`config.mk`:
```
export PLATFORM = sky130hd
export DESIGN_NAME = dsr_sched
export DESIGN_NICKNAME = d
export VERILOG_FILES = /design/src/rtl/dsr_pkg.sv /design/src/rtl/dsr_rr_arbiter.sv /design/src/rtl/dsr_sched.sv
export SDC_FILE = /design/constraint.sdc
export NUM_CORES = 1
export LEC_CHECK = 0
export CAP_MARGIN = 20
export CORE_MARGIN = 2
export CORE_UTILIZATION = 40
export DETAILED_ROUTE_END_ITERATION = 8
export PLACE_DENSITY = 0.67
export SYNTH_ARGS = -nofsm -noshare
export SYNTH_HDL_FRONTEND = slang
export SYNTH_SLANG_ARGS = --single-unit
```
`constraint.sdc`:
```
create_clock -name clk -period 4.3 [get_ports clk]
set_input_delay 0.86 -clock clk [delete_from_list [all_inputs] [get_ports clk]]
set_output_delay 0.86 -clock clk [all_outputs]
set_load 0.05 [all_outputs]
```
`src/rtl/dsr_pkg.sv`:
```
// Shared types and defaults for the DSR job scheduler.
// Holds the FSM state encoding, the abort result code and parameter defaults.
package dsr_pkg;

    localparam int N_REQ_DEF   = 4;
    localparam int DW_DEF      = 8;
    localparam int TIMEOUT_DEF = 64;

    localparam logic [7:0] ERR_CODE = 8'hEE;

    typedef enum logic [2:0] {
        IDLE  = 3'd0,
        ISSUE = 3'd1,
        BUSY  = 3'd2,
        RESP  = 3'd3,
        ABORT = 3'd4
    } state_e;

endpackage

```
`src/rtl/dsr_rr_arbiter.sv`:
```
// Combinational round-robin pick: first set req bit at or above rr_ptr, with wrap.
// Ports: req, rr_ptr in; one-hot grant and its binary idx out (zero when no req).
module dsr_rr_arbiter #(
    parameter int N_REQ = 4,
    parameter int IW    = $clog2(N_REQ)
) (
    input  logic [N_REQ-1:0] req,
    input  logic [IW-1:0]    rr_ptr,
    output logic [N_REQ-1:0] grant,
    output logic [IW-1:0]    idx
);

    logic [IW:0] pos;
    logic        found;

    always_comb begin
        grant = '0;
        idx   = '0;
        found = 1'b0;
        pos   = '0;
        for (int k = 0; k < N_REQ; k++) begin
            // One spare bit so rr_ptr + k cannot overflow before the wrap.
            pos = {1'b0, rr_ptr} + (IW + 1)'(k);
            if (pos >= (IW + 1)'(N_REQ))
                pos = pos - (IW + 1)'(N_REQ);
            if (!found && req[pos[IW-1:0]]) begin
                found                = 1'b1;
                grant[pos[IW-1:0]]   = 1'b1;
                idx                  = pos[IW-1:0];
            end
        end
    end

endmodule

```
`src/rtl/dsr_sched.sv`:
```
// Shares one DSR engine between N_REQ requesters with round-robin grant and timeout abort.
// Ports: req/req_data in, ack/resp_data/resp_err/busy out, eng_* engine handshake.
module dsr_sched
    import dsr_pkg::*;
#(
    parameter int N_REQ   = N_REQ_DEF,
    parameter int DW      = DW_DEF,
    parameter int TIMEOUT = TIMEOUT_DEF
) (
    input  logic              clk,
    input  logic              rst,
    input  logic [N_REQ-1:0]  req,
    input  logic [N_REQ*DW-1:0] req_data,
    output logic [N_REQ-1:0]  ack,
    output logic [DW-1:0]     resp_data,
    output logic              resp_err,
    output logic              busy,
    output logic              eng_start,
    output logic [DW-1:0]     eng_data,
    input  logic [DW-1:0]     eng_result,
    input  logic              eng_done,
    output logic              eng_flush
);

    localparam int IW = $clog2(N_REQ);
    localparam int CW = $clog2(TIMEOUT);

    state_e          state;
    logic [IW-1:0]   rr_ptr;
    logic [IW-1:0]   idx_q;
    logic [CW-1:0]   cnt;
    logic [N_REQ-1:0] grant;
    logic [IW-1:0]   gnt_idx;
    logic [DW-1:0]   op_sel;
    logic [IW-1:0]   ptr_nxt;

    dsr_rr_arbiter #(
        .N_REQ (N_REQ),
        .IW    (IW)
    ) u_arb (
        .req    (req),
        .rr_ptr (rr_ptr),
        .grant  (grant),
        .idx    (gnt_idx)
    );

    always_comb begin
        op_sel = '0;
        for (int i = 0; i < N_REQ; i++)
            if (grant[i])
                op_sel = req_data[i*DW +: DW];
    end

    assign ptr_nxt = (idx_q == IW'(N_REQ - 1)) ? '0 : idx_q + IW'(1);
    assign busy    = (state != IDLE);

    // eng_data doubles as the latched operand: loaded on grant, held
    // through ISSUE/BUSY, cleared when the job leaves BUSY.
    always_ff @(posedge clk or posedge rst) begin
        if (rst) begin
            state     <= IDLE;
            rr_ptr    <= '0;
            idx_q     <= '0;
            cnt       <= '0;
            ack       <= '0;
            resp_data <= '0;
            resp_err  <= 1'b0;
            eng_start <= 1'b0;
            eng_data  <= '0;
            eng_flush <= 1'b0;
        end else begin
            eng_start <= 1'b0;
            eng_flush <= 1'b0;
            ack       <= '0;
            resp_data <= '0;
            resp_err  <= 1'b0;
            unique case (state)
                IDLE: begin
                    if (|grant) begin
                        idx_q     <= gnt_idx;
                        eng_data  <= op_sel;
                        eng_start <= 1'b1;
                        state     <= ISSUE;
                    end
                end
                ISSUE: begin
                    cnt   <= '0;
                    state <= BUSY;
                end
                BUSY: begin
                    cnt <= cnt + CW'(1);
                    // Done takes priority over a coincident timeout.
                    if (eng_done) begin
                        resp_data <= eng_result;
                        ack       <= N_REQ'(1) << idx_q;
                        eng_data  <= '0;
                        state     <= RESP;
                    end else if (cnt == CW'(TIMEOUT - 1)) begin
                        resp_data <= DW'(ERR_CODE);
                        resp_err  <= 1'b1;
                        eng_flush <= 1'b1;
                        ack       <= N_REQ'(1) << idx_q;
                        eng_data  <= '0;
                        state     <= ABORT;
                    end
                end
                RESP, ABORT: begin
                    rr_ptr <= ptr_nxt;
                    state  <= IDLE;
                end
                default: state <= IDLE;
            endcase
        end
    end

endmodule

```
# == Word-level counts from Yosys, hierarchy flattened ==
# Index checks and enable logic that the tools add are counted.
# classes
n_mux,56
magnitude_cmp,12
n_shift,1
bitwise,3
reduce_logical,19
n_addsub,9
n_eq_ne,8
# ops
cell,n
2-to-1 mux 8 bit,10
2-to-1 mux 4 bit,7
2-to-1 mux 2 bit,9
2-to-1 mux 1 bit,16
one-hot mux 8 bit (2 select lines),1
"< comparator 2 x 3 -> 1 bit, second input constant",4
bitwise OR 4 bit,3
one-hot mux 6 bit (2 select lines),1
"greater-or-equal comparator 3 bit, second input constant",3
2-to-1 mux 3 bit,3
one-hot mux 3 bit (3 select lines),1
binary-select mux 1 bit (select 2 bit),4
demux 1 bit (select 2 bit),4
"greater-or-equal comparator 2 x 1 -> 1 bit, second input constant",4
"subtractor 2 x 1 -> 2 bit, second input constant",4
logical AND 1 bit,7
"adder 2 x 2 -> 3 bit, second input constant",2
"adder 6 x 1 -> 6 bit, second input constant",1
"equality test 3 x 2 -> 1 bit, second input constant",2
"equality test 6 bit, second input constant",1
AND reduction 2 bit,2
nonzero test 2 bit,2
OR reduction 4 bit,1
"<< shifter 1 x 2 -> 4 bit, first input constant",1
13 further kinds,15
# totals
register_bits,35
input_bits,47
output_inout_bits,24
word_cells,117

# == Longest topological paths before layout ==
# Gate-level depths: netlist of the first run.
# depth
depth_word,20
depth_mapped,12
mapped_depth_nobuf,9

# == Cells and area by module ==
# Synthesis of the first run repeated with hierarchy kept, for this count alone.
# hier_totals
cells_unflattened,271
hier_area_um2,2492.4
# modules_own_cells
module,area_each_um2,instances,cells_per_inst,seq_area_each_um2
dsr_sched,2003.2,1,206,875.8
dsr_rr_arbiter,489.2,1,65,0.0

# == Least setup slack after synthesis of the first run ==
# OpenSTA, ideal clock, no wires.
# synth_timing
path_kind,register -> register
startpoint,register rr_ptr[0]
endpoint,register eng_data[5]
period_less_slack_ns,2.997
path_buffers,3
setup_slack_ns,1.303
setup_time_ns,0.130
required_time_ns,4.170
arrival_ns,2.867
stages_incl_launch_ff,13
path_cell_list,dfrtp_1 buf_6 inv_1 ha_1 mux4_2 buf_6 nand2_1 a21oi_1 a2111oi_4 a41oi_2 buf_2 a21oi_1 a31oi_1
# synth_between
elab_chain_len,20
elab_cells_between_ends,68
cone_classes,7 x add/sub; 12 x order compare; 1 x eq/ne; 33 x mux; 3 x bitwise; 12 x reduce/logical
# synth_rtl
item,line,text
"start, declared",dsr_sched.sv:29,logic [IW-1:0] rr_ptr;
"start signal, assigned",dsr_sched.sv:108,rr_ptr <= ptr_nxt;
branches (longest 13 deep; another with adder 2 x 1 -> 3 bit),-,
2-to-1 mux 4 bit (*),dsr_rr_arbiter.sv:26,if (!found && req[pos[IW-1:0]]) begin
2-to-1 mux 8 bit (4 in series),dsr_sched.sv:50,if (grant[i])
2-to-1 mux 8 bit,dsr_sched.sv:79,if (|grant) begin
one-hot mux 8 bit (2 select lines),dsr_sched.sv:77,unique case (state)
"end signal, assigned",dsr_sched.sv:81,eng_data <= op_sel;
"end, declared",dsr_sched.sv:19,"output logic [DW-1:0] eng_data,"
# Every way passes the cells marked *. The select of a mux whose other input is x is not followed.
# A chain may end at the register's enable or synchronous reset.

# == Worst setup path after layout of the first run ==
# layout_timing
startpoint,register rr_ptr[1]
endpoint,register state[0]
# layout_between
elab_chain_len,17
elab_cells_between_ends,62
cone_classes,7 x add/sub; 12 x order compare; 1 x eq/ne; 27 x mux; 3 x bitwise; 12 x reduce/logical
# layout_rtl
item,line,text
branches (longest 13 deep; another with adder 2 x 1 -> 3 bit),-,
2-to-1 mux 4 bit (*),dsr_rr_arbiter.sv:26,
OR reduction 4 bit (*),dsr_sched.sv:79,
inequality test 2 bit (no line) (*),-,
AND reduction 2 bit (no line) (*),-,
"end signal, assigned",dsr_sched.sv:83,state <= ISSUE;
"end signal, assigned",dsr_sched.sv:88,state <= BUSY;
"end signal, assigned",dsr_sched.sv:97,state <= RESP;
"end, declared",dsr_sched.sv:28,state_e state;
# Marks and branches as above.

==> results_dict.tcl, run 1 <==
set metrics [dict create \
    cts-resized-gates 0 \
    maxCapViolations 0 \
    fin_setup_tns_ps 0 \
    grt_antenna_before_repair 0 \
    slew_viol_final 0 \
    crit_path_max_incr_delay_ps 690 \
    setup.worst_path.start_class "register" \
    grt_util_all_layers_pct 18.30 \
    drt-vias-per-instance 5.361 \
    numCtsBuffers 5 \
    die_x_um 80.95 \
    clk_pin_slew_ps 70 \
    dieArea_um2 6553 \
    netSwitchingPower_mw 1.106 \
    worstSkewPairLatency_ps 280 \
    drt_iter0_drc 139 \
    critPathCaptureType "register" \
    min_period_ps 3560 \
    fillers 586 \
    synth_top_area_share_pct 36.98 \
    fin_crit_sh_pct 82.78 \
    first_pass_iters 4 \
    relSlewSlack_pct 32.29 \
    grt_max_degree 36 \
    crit_fanout 22 \
    cts_hold_buf 0 \
    coreArea_um2 5816 \
    clock_power_share_pct 12.6 \
    ys_types 43 \
    syn_area_um2 2369 \
    grt_pass1_wl_mm 9.487 \
    crit_path_top_delay_cell "mux4_2" \
    final_hold_viol_count 0 \
    yosys_warnings 0 \
    syn_inst 262 \
    cts_tree "built" \
    setup_violations 0 \
    port_buffers 70 \
    design.portCount 71 \
    p_leak_nw 1.463 \
    postSynthNetCount 321 \
    via_count 2155 \
    p_seq_share_pct 23.0 \
    p_int_mw 1.185 \
    p_comb_share_pct 64.4 \
    max_freq_ghz 0.2809 \
    multi_input_area_um2 1325 \
    syn_to_final_growth_pct 35.34 \
    cts_sinks 35 \
    ant_nets 0 \
    cp_cell_sequence "inv_1 -> ha_1 -> mux4_2 -> nand2_1 -> a21oi_1 -> a2111oi_4 -> a41oi_2 -> buf_4 -> or2_1" \
    synth_area_leaders "dfrtp_1 37%, ha_1 6.3%, a21oi_1 5.7%" \
    cp.arrival_ps 3730 \
    switching_share_pct 48.28 \
    rsz0062_at_grt "no" \
    fin_nets 385 \
    hp-class "reg -> reg" \
    async_flop_share_pct 100.0 \
    grt_pass1_vias 1985 \
    dieHeight_um 80.95 \
    num_rows 28 \
    synth_seq_cells 35 \
    initial_core_util_pct 40.73 \
    h-tree-depth 2 \
    gp_congestion 0.8703 \
    synth_edf_count 0 \
    synthFlopType "dfrtp_1" \
    outcome "complete, no violations" \
    clockBufferDepth 2 \
    synth.most_common_cell "dfrtp_1" \
    dp_hpwl_mm 4.169 \
    worstMarginPinSlew_ps 1011 \
    cts_root_buf "clkbuf_8" \
    routed_wl_mm 5.638 \
    power_density_nw_per_um2 714.8 \
    yosys.area.top_type "dfrtp_1" \
    grt_overflow_total 0 \
    drcViolationCount 0 \
    antenna_cells 0 \
    synth_common_cells "35 x dfrtp_1, 27 x a21oi_1, 27 x nand2_1" \
    seq_area_frac_synth_pct 36.98 \
    utilization_pct 55.12 \
    path_class "reg -> reg" \
    fin_skew_ps 1.619 \
    drive_above_1_share_pct 7.951 \
    avgRoutedWirePerCell_um 14.02 \
    ff_latch_area_um2 875.8 \
    avgSynthCellArea_um2 9.040 \
    irDropWorstVdd_uv 480.5 \
    required_ps 4470 \
    post-cts-setup-buffer-count 0 \
]
-- layer usage --
layer | up-vias | track usage (%) | share of wire [%]
met5 | - | 0 | 0
met4 | 0 | 3.559 | 0.64
met3 | 4 | 3.444 | 4.7
met2 | 63 | 31.40 | 48
met1 | 1017 | 24.19 | 47
li1 | 1071 | - | -
-- area by class of cell --
class	instances	share of cell area (%)
Clock buffer	5	2.147
Clock inverter	3	1.366
Inverter	16	1.874
Multi-Input combinational cell	193	41.33
Sequential cell	35	27.32
Tap cell	75	2.927
Timing Repair Buffer	75	23.03
-- cells in the final DEF, fill, tap and decap left out, drive strengths merged --
cell / Yosys / routed
and3b: 2 / 2
or2: 1 / 1
nand4: 1 / 1
o221ai: 8 / 8
and3: 6 / 6
nor3: 7 / 7
mux2i: 3 / 3
bufinv: 0 / 1
nand3b: 2 / 2
a211oi: 2 / 2
nor4b: 1 / 1
ha: 12 / 12
a21o: 15 / 15
clkinv: 0 / 2
nor3b: 12 / 12
o211ai: 1 / 1
and2: 4 / 4
nor2b: 1 / 1
inv: 16 / 16
a21oi: 28 / 28
clkbuf: 8 / 5
nor2: 11 / 11
nand2: 28 / 28
or2b: 1 / 1
a31oi: 8 / 8
clkdlybuf4s50: 0 / 70
o311a: 1 / 1
dfrtp: 35 / 35
mux2: 1 / 1
a2111oi: 2 / 2
a41oi: 2 / 2
or3: 4 / 4
a2111o: 1 / 1
buf: 10 / 5
o21ai: 20 / 20
nand2b: 3 / 3
a211o: 2 / 2
mux4: 3 / 3
-- power groups by stage --
stage / Clock (mW) / Combinational (mW) / Sequential [mW]
2_1_floorplan: 0 / 0.934 / 0.705
3_3_place_gp: 0 / 1.46 / 0.529
3_5_place_dp: 0 / 1.48 / 0.529
4_1_cts: 0.298 / 1.49 / 0.525
5_1_grt: 0.315 / 1.63 / 0.540
6_report: 0.290 / 1.48 / 0.526
-- per-stage QoR --
step                      cells  hold slack (ps)  instance area, um^2  power, mW  setup slack (ps)
final                       402            568.4                 3206      2.291             740.4
after CTS                   402            572.4                 3206      2.308             748.2
after global placement      394            525.3                 3093      1.991             688.4
after floorplan             262            486.3                 2369      1.639              1303
after global routing        402            596.2                 3206      2.481             512.8
after detailed placement    394            556.2                 3093      2.011             628.1
-- cell families after synthesis --
logic type	synth area share, %
and+or+nand+nor	19.12
buffers and inverters	7.079
DFF	36.98
AOI/OAI and AO/OA	25.89
adders and majority gates	6.339
muxes	4.596
-- final timing paths --
check                      slack, ps  cells after the start      endpoint         from
min in group asynchronous        960                      3        cnt[4]          rst
setup reg to reg                 740                      9      state[0]    rr_ptr[1]
setup / recovery                 740                      9      state[0]    rr_ptr[1]
max in group asynchronous       3030                      3  resp_data[3]          rst
hold reg to reg                  570                      2   eng_data[7]  eng_data[7]
hold / removal                   570                      2   eng_data[7]  eng_data[7]
-- flip-flops by register name (all words and copies together), names as in the netlist --
register	cells
rr_ptr	2
resp_data	8
eng_flush	1
ack	4
cnt	6
state	3
eng_data	8
idx_q	2
eng_start	1
-- worst max-delay path, delay by kind of cell, from the launching register on --
family	cells	cell delay [ps]
AOI/OAI and AO/OA	3	820
muxes	1	690
adders and majority gates	1	570
DFF	1	530
buffers and inverters	2	470
and+or+nand+nor	2	370
No activity file was read; power rests on OpenSTA's default activity.
==> run 2, diff against run 1 <==
Clock period 4.3 ns to 3.4 ns, I/O delays scaled along.
==> results_dict.tcl, run 2 (synthesized netlist as in run 1, its figures left out) <==
set metrics [dict create \
    outcome "complete, no violations" \
    first_pass_iters 4 \
    port_buffers 70 \
    relSlewSlack_pct 60.34 \
    grt_antenna_before_repair 0 \
    crit_path_top_delay_cell "a2111oi_4" \
    drt-met1-wl_mm 2.646 \
    initial_core_util_pct 40.73 \
    cts_hold_buf 0 \
    cts_sinks 35 \
    design.portCount 71 \
    clk_pin_slew_ps 70 \
    h-tree-depth 2 \
    cts_root_buf "clkbuf_8" \
    maxUsedRoutingLayer "met4" \
    antenna_cells 0 \
    crit_path_max_incr_delay_ps 670 \
    routed_wl_mm 5.917 \
    cts_tree "built" \
    gp_congestion 0.8013 \
    irDropWorstVdd_uv 657.2 \
    final_cell_mix "70 x clkdlybuf4s50_1, 35 x dfrtp_1, 27 x a21oi_1, 27 x nand2_1, 18 x o21ai_0" \
    min_to "cnt[5]" \
    grt_overflow_total 0 \
    grt_pass1_wl_mm 9.942 \
    r2r_slack_ps 290 \
    drt-vias-per-instance 5.328 \
    post-cts-setup-buffer-count 0 \
    hp-class "reg -> reg" \
    setup.worst_path.start_class "register" \
    critPathTopFamily "compound AO/OA/AOI/OAI gates" \
    ant_nets 0 \
    numCtsBuffers 5 \
    dp_hpwl_mm 4.411 \
    via_count 2195 \
    avgRoutedWirePerCell_um 14.36 \
    holdPathStages 2 \
    path_class "reg -> reg" \
    fin_crit_sh_pct 91.57 \
    ff2ff_path_depth 10 \
    rsz0062_at_grt "no" \
    route.met2.wl_mm 2.867 \
    fillers 549 \
    cts-resized-gates 0 \
    slew_viol_final 0 \
    worstReg2RegEnd "state[0]" \
    worstSkewPairLatency_ps 290 \
    worstMarginPinSlew_ps 594.9 \
    drt_iter0_drc 220 \
    grt_util_all_layers_pct 19.46 \
    grt_max_degree 36 \
    final_hold_viol_count 0 \
    instances_no_fill 412 \
    grt_pass1_vias 2117 \
    crit_buf_inv 3 \
    dieHeight_um 80.95 \
    dieArea_um2 6553 \
    max_freq_ghz 0.3212 \
    drive_above_1_share_pct 10.39 \
    required_ps 3580 \
    cp_cell_sequence "inv_1 -> ha_1 -> buf_4 -> and3b_1 -> o21ai_0 -> nand2_1 -> a2111oi_4 -> a41oi_2 -> buf_12 -> or2_1" \
    maxCapViolations 0 \
    wl_met3_um 320 \
    syn_to_final_growth_pct 37.88 \
    p_leak_nw 1.498 \
    num_rows 28 \
    final_common_cell "clkdlybuf4s50_1" \
    setup_violations 0 \
    fin_skew_ps 5.479 \
    min_from "cnt[5]" \
    coreArea_um2 5816 \
    die_x_um 80.95 \
    min_period_ps 3113 \
    placed_cells 404 \
    utilization_pct 56.15 \
    critPathCaptureType "register" \
    reg2reg_from "rr_ptr[1]" \
    fin_nets 395 \
    reg_top3 "eng_data (8), resp_data (8), cnt (6)" \
    cp.arrival_ps 3290 \
    power_density_nw_per_um2 892.4 \
    crit_fanout 22 \
    clockBufferDepth 2 \
    drcViolationCount 0 \
]
## run 2: area by class of cell
class                      count  area, um^2  area share [%]
multi-input combinational    193        1325           40.57
sequential                    35       875.8           26.82
timing repair buffer          85       825.8           25.29
tap                           75       93.84           2.874
clock buffer                   6       72.57           2.222
inverter                      16       60.06           1.839
clock inverter                 2       12.51          0.3831
## run 2: worst min-delay path: stages, from the launching register on
cell and delay, ps:
dfrtp_1 380, o21ai_0 90, o21ai_0 60
## run 2: how the worst max path moves through the flow
stage / from / end / slack (ps) / cells past startpoint
after floorplan: rr_ptr[0] / eng_data[5] / 400 / 12
after global placement: req[0] / state[0] / 100 / 8
after detailed placement: req[3] / state[0] / -9 / 9
after CTS: rr_ptr[1] / state[0] / 290 / 10
after global routing: rr_ptr[1] / eng_data[3] / 50 / 11
final: rr_ptr[1] / state[0] / 290 / 10
## run 2: per-layer routing
layer / GRT usage, % / vias to the layer above
li1: - / 1093
met5: 0 / -
met1: 25.61 / 1029
met2: 32.07 / 65
met3: 4.111 / 8
met4: 6.102 / 0
## run 2: power by group
group | internal [mW] | switching (mW) | total (mW)
registers | 0.549 | 0.103 | 0.652
clock network | 0.143 | 0.154 | 0.297
logic | 0.803 | 1.16 | 1.97
## run 2: metrics by stage
| step | hold WS (ps) | setup slack [ps] | power (mW) | area [um^2] | TNS, ps |
|---|---|---|---|---|---|
| after detailed placement | 551.5 | -8.753 | 2.630 | 3181 | -8.753 |
| after global routing | 597.6 | 48.75 | 3.167 | 3266 | 0 |
| final | 560.7 | 286.5 | 2.914 | 3266 | 0 |
| after floorplan | 486.3 | 402.9 | 2.073 | 2369 | 0 |
| after global placement | 516.0 | 97.50 | 2.604 | 3181 | 0 |
| after CTS | 568.2 | 291.7 | 2.931 | 3266 | 0 |
